File: config.mk
export PLATFORM = sky130hd
export DESIGN_NAME = mul_seq_ctrl
export DESIGN_NICKNAME = d
export VERILOG_FILES = /design/src/rtl/mul_seq_ctrl_pkg.sv /design/src/rtl/mul_seq_ctrl_add_w.sv /design/src/rtl/mul_seq_ctrl.sv
export SDC_FILE = /design/constraint.sdc
export NUM_CORES = 1
export LEC_CHECK = 0
export ABC_CLOCK_PERIOD_IN_PS = 3600
export CORE_UTILIZATION = 50
export DETAILED_ROUTE_END_ITERATION = 6
export GPL_TIMING_DRIVEN = 0
export PLACE_DENSITY = 0.82
export SLEW_MARGIN = 10
export SYNTH_ARGS = -nofsm -noshare
export SYNTH_HDL_FRONTEND = slang
export SYNTH_SLANG_ARGS = --single-unit
File: constraint.sdc
create_clock -name clk -period 3.6 [get_ports clk]
set_input_delay 0.9 -clock clk [delete_from_list [all_inputs] [get_ports clk]]
set_output_delay 0.9 -clock clk [all_outputs]
set_load 0.005 [all_outputs]
File: src/rtl/mul_seq_ctrl_pkg.sv
// Shared types and defaults for the sequential shift-add multiplier.
package mul_seq_ctrl_pkg;

  localparam int unsigned W_DEFAULT = 4;

  typedef enum logic [1:0] {
    IDLE = 2'd0,
    CALC = 2'd1,
    DONE = 2'd2
  } state_t;

endpackage

File: src/rtl/mul_seq_ctrl_add_w.sv
// W-bit unsigned adder with carry-out; the multiplier's only datapath arithmetic.
module add_w #(
  parameter int unsigned W = 4
) (
  input  logic [W-1:0] x,
  input  logic [W-1:0] y,
  output logic [W-1:0] s,
  output logic         co
);

  assign {co, s} = {1'b0, x} + {1'b0, y};

endmodule

File: src/rtl/mul_seq_ctrl.sv
// Sequential shift-add unsigned multiplier with valid/ready handshakes on both sides.
// One partial-product step per CALC cycle; always exactly W steps per operation.
module mul_seq_ctrl
  import mul_seq_ctrl_pkg::*;
#(
  parameter int unsigned W = W_DEFAULT
) (
  input  logic           clk,
  input  logic           rst_n,
  input  logic           in_valid,
  output logic           in_ready,
  input  logic [W-1:0]   a,
  input  logic [W-1:0]   b,
  output logic           out_valid,
  input  logic           out_ready,
  output logic [2*W-1:0] p,
  output logic           busy
);

  localparam int unsigned CW = $clog2(W + 1);

  state_t          state, state_nxt;
  logic [W-1:0]    mcand, mcand_nxt;
  logic [W-1:0]    mq, mq_nxt;
  logic [W-1:0]    acc_hi, acc_hi_nxt;
  logic [CW-1:0]   cnt, cnt_nxt;

  logic [W-1:0]    addend;
  logic [W-1:0]    sum;
  logic            carry;

  assign addend = mq[0] ? mcand : '0;

  add_w #(.W(W)) u_add (
    .x  (acc_hi),
    .y  (addend),
    .s  (sum),
    .co (carry)
  );

  // Status outputs are pure decodes of the state register.
  assign in_ready  = (state == IDLE);
  assign out_valid = (state == DONE);
  assign busy      = (state != IDLE);
  assign p         = {acc_hi, mq};

  // State and datapath registers.
  always_ff @(posedge clk) begin
    if (!rst_n) begin
      state  <= IDLE;
      mcand  <= '0;
      mq     <= '0;
      acc_hi <= '0;
      cnt    <= '0;
    end else begin
      state  <= state_nxt;
      mcand  <= mcand_nxt;
      mq     <= mq_nxt;
      acc_hi <= acc_hi_nxt;
      cnt    <= cnt_nxt;
    end
  end

  // Next-state and datapath update.
  always_comb begin
    state_nxt  = state;
    mcand_nxt  = mcand;
    mq_nxt     = mq;
    acc_hi_nxt = acc_hi;
    cnt_nxt    = cnt;
    unique case (state)
      IDLE: begin
        if (in_valid) begin
          mcand_nxt  = a;
          mq_nxt     = b;
          acc_hi_nxt = '0;
          cnt_nxt    = '0;
          state_nxt  = CALC;
        end
      end
      CALC: begin
        // Carry and sum shift down into the high half as the multiplier bit retires.
        {acc_hi_nxt, mq_nxt} = {carry, sum, mq[W-1:1]};
        cnt_nxt              = cnt + CW'(1);
        if (cnt == CW'(W - 1)) begin
          state_nxt = DONE;
        end
      end
      DONE: begin
        if (out_ready) begin
          state_nxt = IDLE;
        end
      end
      default: begin
        state_nxt = IDLE;
      end
    endcase
  end

endmodule

==> impl_results.md, run 1 <==
* Root buf cell: clkbuf_4
* ANT nets after route at 0
* Most common library cells after synthesis: nand2_1, dfxtp_1, nor2_1, a21oi_1
* Kind of critical path: reg -> out
* Vias at between 800 and 900
* Final period util at 0.661
* Most frequent cell after synthesis: nand2_1
* Post-synth EDFFs at 0
* Gpl congestion at between 0.8 and 0.9
* Via density at between 5 and 6
* CP Capture Type: output pin
* Leak Pwr at 0.000465 uW
* Non-filler cells, final at 148
* Synth unique cells at 30
* Initial Util at 0.555
* Slew @ Worst Pin at approximately 0.54 ns
* Max-Cap Viols at 0
* Final Net Count at between 150 and 200
* Cell taking the most area after synthesis: dfxtp_1
* Initial antenna violation count at 0
* FF-to-FF path depth at 7
* Setup slack after layout at ~1.2 ns
* Die H at 43.8 um
* Syn avg cell area at about 8.3 um2
* Hold-fix buffers, CTS at 0
* WHS at around 0.45 ns
* Clock Tree Buf Depth at 2
* First-iteration detailed-routing DRC count at 15
* Clk sinks at 17
* Post-synth top area share at 0.389
* Power Dens Cells at about 330 nW/um2
* FILL cells at 129
* Asr flop ratio synth at 0
* Antenna fix cells at 0
* Placed Instances at roughly 140
* Synth warnings at 0
* Final HPWL DP at approximately 1400 um
* Setup WS pre-CTS at 1.26 ns
* Top post-synthesis cells by area: dfxtp_1, nand2_1, ha_1, a21oi_1, nor2_1
* Worst Setup Start Kind: flip-flop
* FF+latch count, synth at 17
* Area Overhead vs Synth at 30.5%
* Detailed Routing Iterations Pass 1 at 6
* Synth Instances at 106
* Net Count, Synth at around 130
* Resized cells post-CTS at 0
* RSZ-0062 raised after global routing: false
* Setup violations, final at 0
* Layout cells sized above 1 at 0.0682
* Total Die Area at about 1900 um2
* Gr usage total at 0.225
* Min Tclk post-route at about 2.4 ns
* # IOs at 23
* Core area at ~1600 um2
* Peak VDD IR at about 0.22 mV
* R2R setup slack at between 1.5 and 2 ns
* CTS buffer count at 3
* # rows at 14
* Required @ worst endpoint at roughly 2.7 ns
* Rel. slew slack at 0.640
* Violated checks: DRC
* Worst Hold Class: reg -> reg
* Worst Hold Depth at 2
* Setup_tns at 0 ns
* Total congestion overflow at 0
* Top FF cell, synth: dfxtp_1
* Skew-Pair Late Insertion Delay at roughly 0.29 ns
* Worst-path maximum fanout at 9
* Fmax at around 0.42 GHz
* Skew final at 0.000704 ns
* WP data arrival at between 1 and 1.5 ns
* First-pass GRT wire length at roughly 3200 um
* Register area share after synthesis at 0.389
* Clk slew on worst S/H paths at around 0.09 ns
* Syn Std Cell Area at approximately 900 um2
* Die W at roughly 44 um
* Count of final hold-check violations at 0
* Avg WL per Cell at approximately 13 um
* Outcome: finished with violations
* Placed Instance Area at roughly 1100 um2
* Post-route design area at 1140 um2
* Buffers on Ports at 22
* DRC Markers at 1
* CTS tree: yes
* Final Slew Violations at 0
* H-Tree Depth at 1
* Final WL at about 1900 um
* Setup Buffers After CTS at 0
* Largest net degree at the start of global routing at 11
* Vias in the first global route at a little under 800
-- per-layer routing --
| layer | part of all wire | vias to the layer above | GRT usage | wire (um) |
|---|---|---|---|---|
| met5 | 0 | - | 0 | 0 |
| met4 | 0.013 | 0 | 0.0813 | 24 |
| met3 | 0.027 | 2 | 0.0458 | 50 |
| met2 | 0.48 | 17 | 0.367 | 908 |
| met1 | 0.48 | 367 | 0.294 | 893 |
| li1 | - | 415 | - | - |
-- cell type report --
class | count | area, um2 | area share
buffer | 5 | 26.3 | 0.0230
clock buffer | 4 | 26.3 | 0.0230
inverter | 7 | 26.3 | 0.0230
multi-input combinational | 77 | 482 | 0.422
sequential | 17 | 340 | 0.298
tap | 16 | 20.0 | 0.0175
timing repair buffer | 22 | 220 | 0.193
-- power breakdown --
part / internal [uW] / switching (uW)
Sequential: 198 / 8.46
Clock: 43.2 / 60.2
Combinational: 37.0 / 30.5
Total: 278 / 99.2
-- path summary, 6_finish.rpt --
check | from | to
max | state[1] | out_valid
min | mcand[3] | mcand[3]
max reg2reg | mq[0] | acc_hi[1]
min reg2reg | mcand[3] | mcand[3]
-- flip-flops by register name, summed over array words and instances (netlist names) --
signal  flops
mq          4
state       2
cnt         3
mcand       4
acc_hi      4
-- per-stage QoR --
stage / util / power (uW)
after floorplan: - / 242
after global placement: 0.707 / 275
after detailed placement: 0.707 / 278
after CTS: 0.724 / 377
after global routing: 0.724 / 395
final: 0.724 / 377
-- cells by family (layout without fill, tap and decap cells) --
group | count (synthesis) | count (layout) | share of synthesized area
compound gates | 21 | 21 | 0.172
xor+xnor | 1 | 1 | 0.0100
fa+ha+maj | 7 | 7 | 0.109
buf+inv | 12 | 38 | 0.0601
flops | 17 | 17 | 0.389
mux | 1 | 1 | 0.0114
simple gates | 47 | 47 | 0.249
-- critical path, cell delays in order, from the launching register on --
cell             delay (ns)
dfxtp_1                0.46
nor2b_1                0.20
clkdlybuf4s50_1        0.53
-- cells in the final DEF (no fill, tap or decap) --
cell,n
buf_2,3
o21bai_1,1
clkdlybuf4s50_1,22
a311oi_1,4
o221ai_1,1
a2111o_1,1
buf_4,1
mux2i_1,1
ha_1,6
dfxtp_1,17
o21ba_2,1
nor3b_1,2
nor2b_1,2
nand2_1,21
nand2b_1,2
a31oi_1,1
inv_1,6
nand3_1,4
a21oi_1,8
o311ai_1,1
or3b_1,1
and2_1,3
clkbuf_1,2
and2b_1,1
fa_1,1
clkbuf_4,3
nor2_1,10
o21a_1,1
xnor2_1,1
or2_2,1
clkinv_1,1
a22oi_1,2
No activity file was read; power rests on OpenSTA's default activity.
==> run 2: changes to the inputs <==
--- a/config.mk
+++ b/config.mk
@@ -5,11 +5,11 @@
 export SDC_FILE = /design/constraint.sdc
 export NUM_CORES = 1
 export LEC_CHECK = 0
-export ABC_CLOCK_PERIOD_IN_PS = 3600
-export CORE_UTILIZATION = 50
+export ABC_CLOCK_PERIOD_IN_PS = 2100
+export CORE_UTILIZATION = 42
 export DETAILED_ROUTE_END_ITERATION = 6
 export GPL_TIMING_DRIVEN = 0
-export PLACE_DENSITY = 0.82
+export PLACE_DENSITY = 0.73
 export SLEW_MARGIN = 10
 export SYNTH_ARGS = -nofsm -noshare
 export SYNTH_HDL_FRONTEND = slang
==> constraint.sdc (replaced) <==
create_clock -name clk -period 2.1 [get_ports clk]
set_input_delay 0.525 -clock clk [delete_from_list [all_inputs] [get_ports clk]]
set_output_delay 0.525 -clock clk [all_outputs]
set_load 0.005 [all_outputs]
==> run 2 against run 1 <==
  * The run now ends clean
  * Critical path depth did not move
  * Via count rose by 2.6%
  * Sequential power rose by 71%
  * First-iteration DRC count fell by 80%
  * Power rose by 70%
  * Critical path type unchanged
  * Highest routed layer unchanged
  * Worst hold slack improved by 0.0054 ns
==> impl_results.md, run 2 (same netlist as run 1, synthesis figures left out) <==
* Count of final hold-check violations at 0 (unchanged)
* Int Power at 475 uW (+71%)
* Layout cells sized above 1 at 0.0682 (unchanged)
* Worst Hold Depth at 2 (unchanged)
* CTS buffer count at 3 (unchanged)
* Crit path largest cell delay at 0.52 ns (about the same)
* Final core utilization at 0.589 (-0.135)
* Worst Hold Class: reg -> reg
* Power Dens Cells at 555 nW/um2 (+68%)
* Area Overhead vs Synth at 32.0%
* Final Slew Violations at 0 (unchanged)
* Clk slew on worst S/H paths at 0.10 ns (about the same)
* Gr usage total at 0.188 (-0.0376)
* Required @ worst endpoint at 1.57 ns (-1.13 ns)
* First-iteration detailed-routing DRC count at 3 (-12)
* Setup Buffers After CTS at 0 (unchanged)
* Worst-path maximum fanout at 9 (unchanged)
* CP top delay family: buffers and inverters
* Resized cells post-CTS at 0 (unchanged)
* Kind of critical path: reg -> out
* Total Die Area at 2270 um2 (+18%)
* First-pass GRT wire length at 2890 um (-10%)
* Worst Setup Start Kind: flip-flop
* Vias in the first global route at 708 (-7.9%)
* FF-to-FF path depth at 7 (unchanged)
* Crit-path slowest cell: clkdlybuf4s50_1
* Largest net degree at the start of global routing at 11 (unchanged)
* Setup_tns at 0 ns (unchanged)
* Slew @ Worst Pin at 0.462 ns (-0.0763 ns)
* # rows at 16 (+2)
* Antenna fix cells at 0 (unchanged)
* Psw at 165 uW (+67%)
* Outcome: complete, no violations
* Root buf cell: clkbuf_4
* Max-Cap Viols at 0 (unchanged)
* Commonest non-fill, non-tap cell in the layout: clkdlybuf4s50_1
* Final Net Count at 152 (unchanged)
* Detailed Routing Iterations Pass 1 at 4 (-2)
* Setup WS pre-CTS at 0.174 ns (-1.09 ns)
* Skew-Pair Late Insertion Delay at 0.29 ns (about the same)
* Min Tclk post-route at about 2 ns
* Most frequent cells in the layout: clkdlybuf4s50_1, nand2_1, dfxtp_1
* Regs by FF count: acc_hi (4), mcand (4), mq (4)
* Critical-path cell list: nor2b_1 > clkdlybuf4s50_1
* Initial Util at 0.446 (-0.109)
* Buffers on Ports at 22 (unchanged)
* Flop pwr share at 0.550 (+0.003)
* Gpl congestion at 0.838 (-0.46%)
* H-Tree Depth at 1 (unchanged)
* ANT nets after route at 0 (unchanged)
* DRC Markers at 0 (-1)
* Leak Pwr at 0.000465 uW (unchanged)
* WP data arrival at 1.49 ns (about the same)
* Avg WL per Cell at 12.1 um (-4.2%)
* Vias at 822 (+2.6%)
* # IOs at 23 (unchanged)
* Tot Pwr at 641 uW (+70%)
* Initial antenna violation count at 0 (unchanged)
* Setup slack after layout at 0.0869 ns (-1.13 ns)
* Clock share of power at 0.270 (-0.004)
* Final HPWL DP at 1470 um (+2.3%)
* CTS tree: yes
* RSZ-0062 raised after global routing: false
* Die H at 47.6 um (+8.7%)
* Rel. slew slack at 0.691 (+0.0510)
* Via density at 5.17 (-4.5%)
* Switching share of power at 0.258 (-0.00515)
* Gate power share at 0.179 (about the same)
* Final period util at 0.959
* WHS at 0.459 ns (+0.00538 ns)
* Peak VDD IR at 0.376 mV (+72%)
* Final WL at 1930 um (+2.9%)
* Hold-fix buffers, CTS at 0 (unchanged)
* Setup violations, final at 0 (unchanged)
* Die W at 47.6 um (+8.7%)
* WP buf/inv at 1 (unchanged)
* Skew final at 0.00965 ns (+0.00894 ns)
* Core area at 1960 um2 (+24%)
* Total congestion overflow at 0 (unchanged)
* Clock Tree Buf Depth at 2 (unchanged)
* Clk sinks at 17 (unchanged)
* Fmax at a little under 0.5 GHz
* CP Capture Type: output pin
* Crit. path cell count at 2 (unchanged)
==> run 2: cell counts in the layout (fill, tap and decap cells not counted) <==
Identical to the previous run, type by type.
==> run 2: metal layers <==
metal  vias to the layer above  GRT usage  share of wire
li1                        414          -              -
met1                       384      0.214           0.43
met2                        20      0.340           0.53
met3                         4     0.0453          0.037
met4                         0     0.0667         0.0098
met5                         -          0              0
==> run 2: stage by stage <==
step,cells,area (um2)
finish,159,1150
global route,159,1150
CTS,159,1150
detailed placement,155,1130
global placement,155,1130
floorplan,106,875
==> run 2: final cells by class <==
cell class | count | area, um2
fill | 219 | 807
multi-input combinational | 77 | 482
sequential | 17 | 340
timing repair buffer | 22 | 220
tap | 27 | 33.8
clock buffer | 4 | 26.3
buffer | 5 | 26.3
inverter | 7 | 26.3
==> run 2: power groups by stage <==
stage	logic, uW	clock network, uW	registers, uW
5_1_grt	129	193	355
2_1_floorplan	57.9	0	358
6_report	115	173	353
3_3_place_gp	113	0	360
3_5_place_dp	115	0	361
4_1_cts	116	179	353
==> run 2: worst reg2reg max path: stages, from the launching register on <==
cell and delay, ns:
dfxtp_1 0.44, and2_1 0.16, ha_1 0.17, inv_1 0.06, fa_1 0.41, nor2b_1 0.15
o221ai_1 0.13, a21oi_1 0.13
==> run 2: worst paths after layout <==
path,start,end,slack (ns)
max,state[1],out_valid,0.09
min,mcand[0],mcand[0],0.46
max reg2reg,mq[0],acc_hi[3],0.38
min reg2reg,mcand[0],mcand[0],0.46
